===== src/rtl/hazard_stall_unit.sv =====
// Stall/flush controller for the 5-stage RV32 pipeline: load-use, multi-cycle MUL, D-cache freeze, branch flush.
// Optional stall-cycle performance counter enabled by defining HAZARD_PERF_CNT_EN.
module hazard_stall_unit #(
   parameter int MUL_LATENCY = 3,
   parameter int CNT_W       = 4
) (
   input  logic        clk,
   input  logic        rst_n,
   input  logic [4:0]  ID_rs1,
   input  logic [4:0]  ID_rs2,
   input  logic        ID_use_rs1,
   input  logic        ID_use_rs2,
   input  logic        ID_EX_MemRead,
   input  logic [4:0]  ID_EX_RegisterRd,
   input  logic        ID_EX_is_mul,
   input  logic        dcache_stall,
   input  logic        branch_flush,
   output logic        PC_stall,
   output logic        IF_ID_stall,
   output logic        IF_ID_flush,
   output logic        ID_EX_stall,
   output logic        ID_EX_bubble,
   output logic        EX_MEM_stall,
   output logic        EX_MEM_bubble,
   output logic        mul_done,
   output logic [31:0] stall_cycles
);

   typedef enum logic [0:0] {IDLE, MUL_BUSY} state_t;

   // The start cycle is the first of MUL_LATENCY, and the count reaches 0 on the result cycle.
   localparam logic [CNT_W-1:0] CNT_START = CNT_W'((MUL_LATENCY >= 2) ? (MUL_LATENCY - 2) : 0);

   state_t           state, state_nxt;
   logic [CNT_W-1:0] cnt, cnt_nxt;

   function automatic logic load_use_hit(
      input logic       mem_read,
      input logic [4:0] rd,
      input logic [4:0] rs1,
      input logic [4:0] rs2,
      input logic       use_rs1,
      input logic       use_rs2
   );
      return mem_read && (rd != 5'd0) &&
             ((use_rs1 && (rs1 == rd)) || (use_rs2 && (rs2 == rd)));
   endfunction

   always_ff @(posedge clk) begin
      if (!rst_n) begin
         state <= IDLE;
         cnt   <= '0;
      end else begin
         state <= state_nxt;
         cnt   <= cnt_nxt;
      end
   end

   always_comb begin
      state_nxt     = state;
      cnt_nxt       = cnt;
      PC_stall      = 1'b0;
      IF_ID_stall   = 1'b0;
      IF_ID_flush   = 1'b0;
      ID_EX_stall   = 1'b0;
      ID_EX_bubble  = 1'b0;
      EX_MEM_stall  = 1'b0;
      EX_MEM_bubble = 1'b0;
      mul_done      = 1'b0;
      if (!rst_n) begin
         state_nxt = IDLE;
      end else if (dcache_stall) begin
         PC_stall     = 1'b1;
         IF_ID_stall  = 1'b1;
         ID_EX_stall  = 1'b1;
         EX_MEM_stall = 1'b1;
      end else if (state == MUL_BUSY) begin
         if (cnt != '0) begin
            PC_stall      = 1'b1;
            IF_ID_stall   = 1'b1;
            ID_EX_stall   = 1'b1;
            EX_MEM_bubble = 1'b1;
            cnt_nxt       = cnt - 1'b1;
         end else begin
            mul_done  = 1'b1;
            state_nxt = IDLE;
         end
      end else if (ID_EX_is_mul && (MUL_LATENCY >= 2)) begin
         PC_stall      = 1'b1;
         IF_ID_stall   = 1'b1;
         ID_EX_stall   = 1'b1;
         EX_MEM_bubble = 1'b1;
         cnt_nxt       = CNT_START;
         state_nxt     = MUL_BUSY;
      end else begin
         // Single-cycle multiplier: result is ready in the same cycle it enters EX.
         mul_done = ID_EX_is_mul;
         if (branch_flush) begin
            IF_ID_flush  = 1'b1;
            ID_EX_bubble = 1'b1;
         end else if (load_use_hit(ID_EX_MemRead, ID_EX_RegisterRd, ID_rs1, ID_rs2,
                                   ID_use_rs1, ID_use_rs2)) begin
            PC_stall     = 1'b1;
            IF_ID_stall  = 1'b1;
            ID_EX_bubble = 1'b1;
         end
      end
   end

`ifdef HAZARD_PERF_CNT_EN
   logic [31:0] perf_cnt;

   always_ff @(posedge clk) begin
      if (!rst_n)        perf_cnt <= '0;
      else if (PC_stall) perf_cnt <= perf_cnt + 32'd1;
   end

   assign stall_cycles = rst_n ? perf_cnt : 32'd0;
`else
   assign stall_cycles = 32'd0;
`endif

endmodule


===== config.mk =====
export PLATFORM = sky130hd
export DESIGN_NAME = hazard_stall_unit
export DESIGN_NICKNAME = d
export VERILOG_FILES = /design/src/rtl/hazard_stall_unit.sv
export SDC_FILE = /design/constraint.sdc
export NUM_CORES = 1
export LEC_CHECK = 0
export BUFFER_PORTS_ARGS = -buffer_cell sky130_fd_sc_hd__buf_2
export CORE_ASPECT_RATIO = 0.8
export CORE_MARGIN = 2
export CORE_UTILIZATION = 37
export DETAILED_ROUTE_END_ITERATION = 6
export GPL_ROUTABILITY_DRIVEN = 1
export PLACE_DENSITY = 0.82
export SKIP_LAST_GASP = 1
export SLEW_MARGIN = 10
export SYNTH_ARGS = -nofsm -noshare
export SYNTH_HDL_FRONTEND = slang
export SYNTH_SLANG_ARGS = --single-unit

===== constraint.sdc =====
create_clock -name clk -period 1.98 [get_ports clk]
set_clock_uncertainty 0.15 [all_clocks]
set_input_delay 0.099 -clock clk [delete_from_list [all_inputs] [get_ports clk]]
set_output_delay 0.099 -clock clk [all_outputs]
set_load 0.02 [all_outputs]

==> metrics.md <==
| Metric | Value |
|---|---|
| Status | `finished with violations` |
| Violated checks | `negative setup slack` |
| RSZ-0062 raised after global routing | `true` |
| # port buffers | `30` |
| # rows | `14` |
| Multiplexer share of the synthesized area | `0` |
| Post-Synth Adder-Cell Area | `0.0173` |
| Commonest non-fill, non-tap cells in the layout | `32 x conb_1, 26 x buf_2, 8 x xor2_1` |
| Largest net degree at the start of global routing | `9` |
| Layout Utilization | `0.486` |
| FF-to-FF Start | `cnt[0]$_SDFFE_PN0P_` |
| Die area | `2330 µm²` |
| Area Growth Syn to Fin | `24.5%` |
| Syn_area_per_cell | `approximately 8.1 µm²` |
| Number of synthesis warnings | `0` |
| DRC violations left | `0` |
| Layout Nets | `152` |
| Share of power burned in registers | `0.260` |
| CP Buf/Inv Count | `2` |
| Latest clock arrival within the worst-skew pair | `~240 ps` |
| CTS Buf Count | `3` |
| Critical Path Max Stage Delay | `approximately 520 ps` |
| Max VDD drop | `0.240 mV` |
| Switch share | `0.400` |
| Hold/Removal Path Class | `primary input to flop` |
| Sequential Area | `103 µm²` |
| Largest family of logic cells by synthesized area | `buffers and inverters` |
| Vias in the first global route | `588` |
| CTS tree | `built` |
| Number of nets with antenna violations after routing | `0` |
| Clock transition at path regs | `~40 ps` |
| Post-synthesis compound-gate area fraction | `0.0950` |
| Post-synthesis sequential area ratio | `0.138` |
| Setup crit end kind | `output port` |
| Type of origin of the critical path | `flop` |
| R2r worst-path depth | `7` |
| Core area | `between 1500 and 2000 µm²` |
| Antenna cells | `0` |
| P per Cell Area | `515 nW/µm²` |
| DPL Wire Length | `~1400 µm` |
| Min-delay src | `dcache_stall` |
| Die width | `53.5 µm` |
| Critical path type | `flop to output port` |
| 1st-pass router iterations | `4` |
| Arr. time, crit path | `roughly 1800 ps` |
| R2R setup slack | `~320 ps` |
| Critical Path Sink | `IF_ID_stall` |
| GRT Total Usage | `0.151` |
| Initial antenna violation count | `0` |
| Multi-input logic area | `~520 µm²` |
| Final setup viols | `2` |
| XOR/XNOR Fraction of Synth Area | `0.145` |
| WP data required | `around 1700 ps` |
| Via count | `~640` |
| RePlAce Congestion | `0.757` |
| Clk network pwr share | `0.253` |
| Routed vias/inst | `4.22` |
| Most common cell after layout, fill and taps aside | `conb_1` |
| Post-synthesis simple-gate area fraction | `0.247` |
| Synthesized area | `724 µm²` |
| Number of I/O pins | `63` |
| Slowest CP cell | `or4b_4` |
| Starting Density | `0.390` |
| Final critical-path required period | `2050 ps` |
| Share of layout cells above drive strength 1 | `0.394` |
| Fmax | `just under 500 MHz` |
| GRT overflow | `0` |
| Critical path's top delay family | `simple AND/OR/NAND/NOR gates` |
| CTS Sinks | `5` |
| Maxcap violations | `0` |
| Hold Fails Final Rpt | `0` |
| Cells after synthesis | `between 80 and 90` |
| Number of fill cells in the layout | `193` |
| Routed wire length | `1620 µm` |
| Crit path cell chain | `inv_2 > ha_4 > and4bb_4 > or4b_4 > o21bai_4 > buf_6` |
| CP max FO | `2` |
| H-tree Lvls | `1` |
| Max Slew Vio Count | `0` |
| Clock root cell | `clkbuf_4` |
| Reg2reg end | `cnt[3]$_SDFFE_PN0P_` |
| Clock buffer depth | `2` |
| Power Internal | `278 µW` |
| Setup WS post-layout | `-67.6 ps` |
| Lkg Pwr | `between 0.0004 and 0.0005 µW` |
| WP depth | `6` |
| Iter 0 DRT Violations | `9` |
| Total net switching power | `186 µW` |
| Overall Power | `464 µW` |
| Synth unique cells | `29` |
| WL per Instance | `10.8 µm` |
| Crit. Startpoint | `cnt[0]$_SDFFE_PN0P_` |
| Period utilization | `1.03` |
| First-pass GRT wire length | `approximately 2600 µm` |
| Die Ht | `~44 µm` |
| Synth Register Bits | `5` |
| Power share of the combinational group | `0.487` |
-- registers in the layout, indices dropped and copies added (netlist names) --
name / count
state: 1
cnt: 4
-- worst min-delay path by stage --
stage,to,slack [ps],cells after the start
after global placement,state$_SDFFE_PN0N_,250,2
after detailed placement,state$_SDFFE_PN0N_,250,2
after global routing,state$_SDFFE_PN0N_,90,2
after floorplan,cnt[0]$_SDFFE_PN0P_,80,1
final,state$_SDFFE_PN0N_,80,2
after CTS,state$_SDFFE_PN0N_,70,2
-- power groups by stage --
stage / sequential, µW / clock (µW) / combinational (µW)
5_1_grt: 122 / 130 / 247
6_report: 121 / 117 / 226
3_5_place_dp: 122 / 0 / 194
3_3_place_gp: 121 / 0 / 189
4_1_cts: 120 / 121 / 216
2_1_floorplan: 119 / 0 / 192
-- synth_stat cells (all sizes together) --
cell,number,share of area
xor2,8,0.097
nor4,3,0.035
o21ai,2,0.014
and2,2,0.017
dfxtp,5,0.14
or4,2,0.021
nor4b,2,0.033
o211a,2,0.028
or4b,1,0.014
nor2,7,0.036
inv,2,0.010
ha,1,0.017
nand3,2,0.014
or3,1,0.0086
o21a,1,0.010
a211oi,1,0.010
buf,33,0.34
o21bai,2,0.021
conb,1,0.0052
a32oi,1,0.012
nand2b,3,0.026
xnor2,4,0.048
and4bb,1,0.022
nor3,2,0.021
-- layout make-up --
class,count,area share
Sequential cell,5,0.114
Clock buffer,4,0.0291
Tap cell,24,0.0333
Inverter,2,0.00832
Multi-Input combinational cell,80,0.577
Timing Repair Buffer,36,0.239
-- repair_timing --
action,4_1_cts,5_1_grt
setup endpoints to repair,2,3
hold buffers,1,0
resized for setup,10,4
buffers inserted,3,1
pin swaps,3,3
endpoints found under the hold margin,2,0
-- kinds of logic after synthesis --
group                    count (synthesis)
AND/OR/NAND/NOR                         26
AO/OA/AOI/OAI                            9
flip-flops                               5
other                                    1
adder cells (fa/ha/maj)                  1
XOR/XNOR                                12
buffers and inverters                   35
-- per-layer routing --
metal,vias to the layer above,GRT usage,wire (µm)
li1,315,-,-
met1,281,0.173,669
met2,39,0.262,823
met3,2,0.0517,124
met4,0,0.0462,7
met5,-,0,0
-- per-stage QoR --
stage	hold slack, ps	instance area [µm²]	setup slack [ps]	std cells	setup TNS, ps
4_1_cts	69.3	882	-63.3	150	-125
6_report	76.2	902	-67.6	151	-133
3_3_place_gp	251	796	77.7	142	0
5_1_grt	92.1	902	-131	151	-261
3_5_place_dp	250	796	33.5	142	0
2_1_floorplan	82.4	860	15.2	120	0
Power figures use the tool's default switching activity.
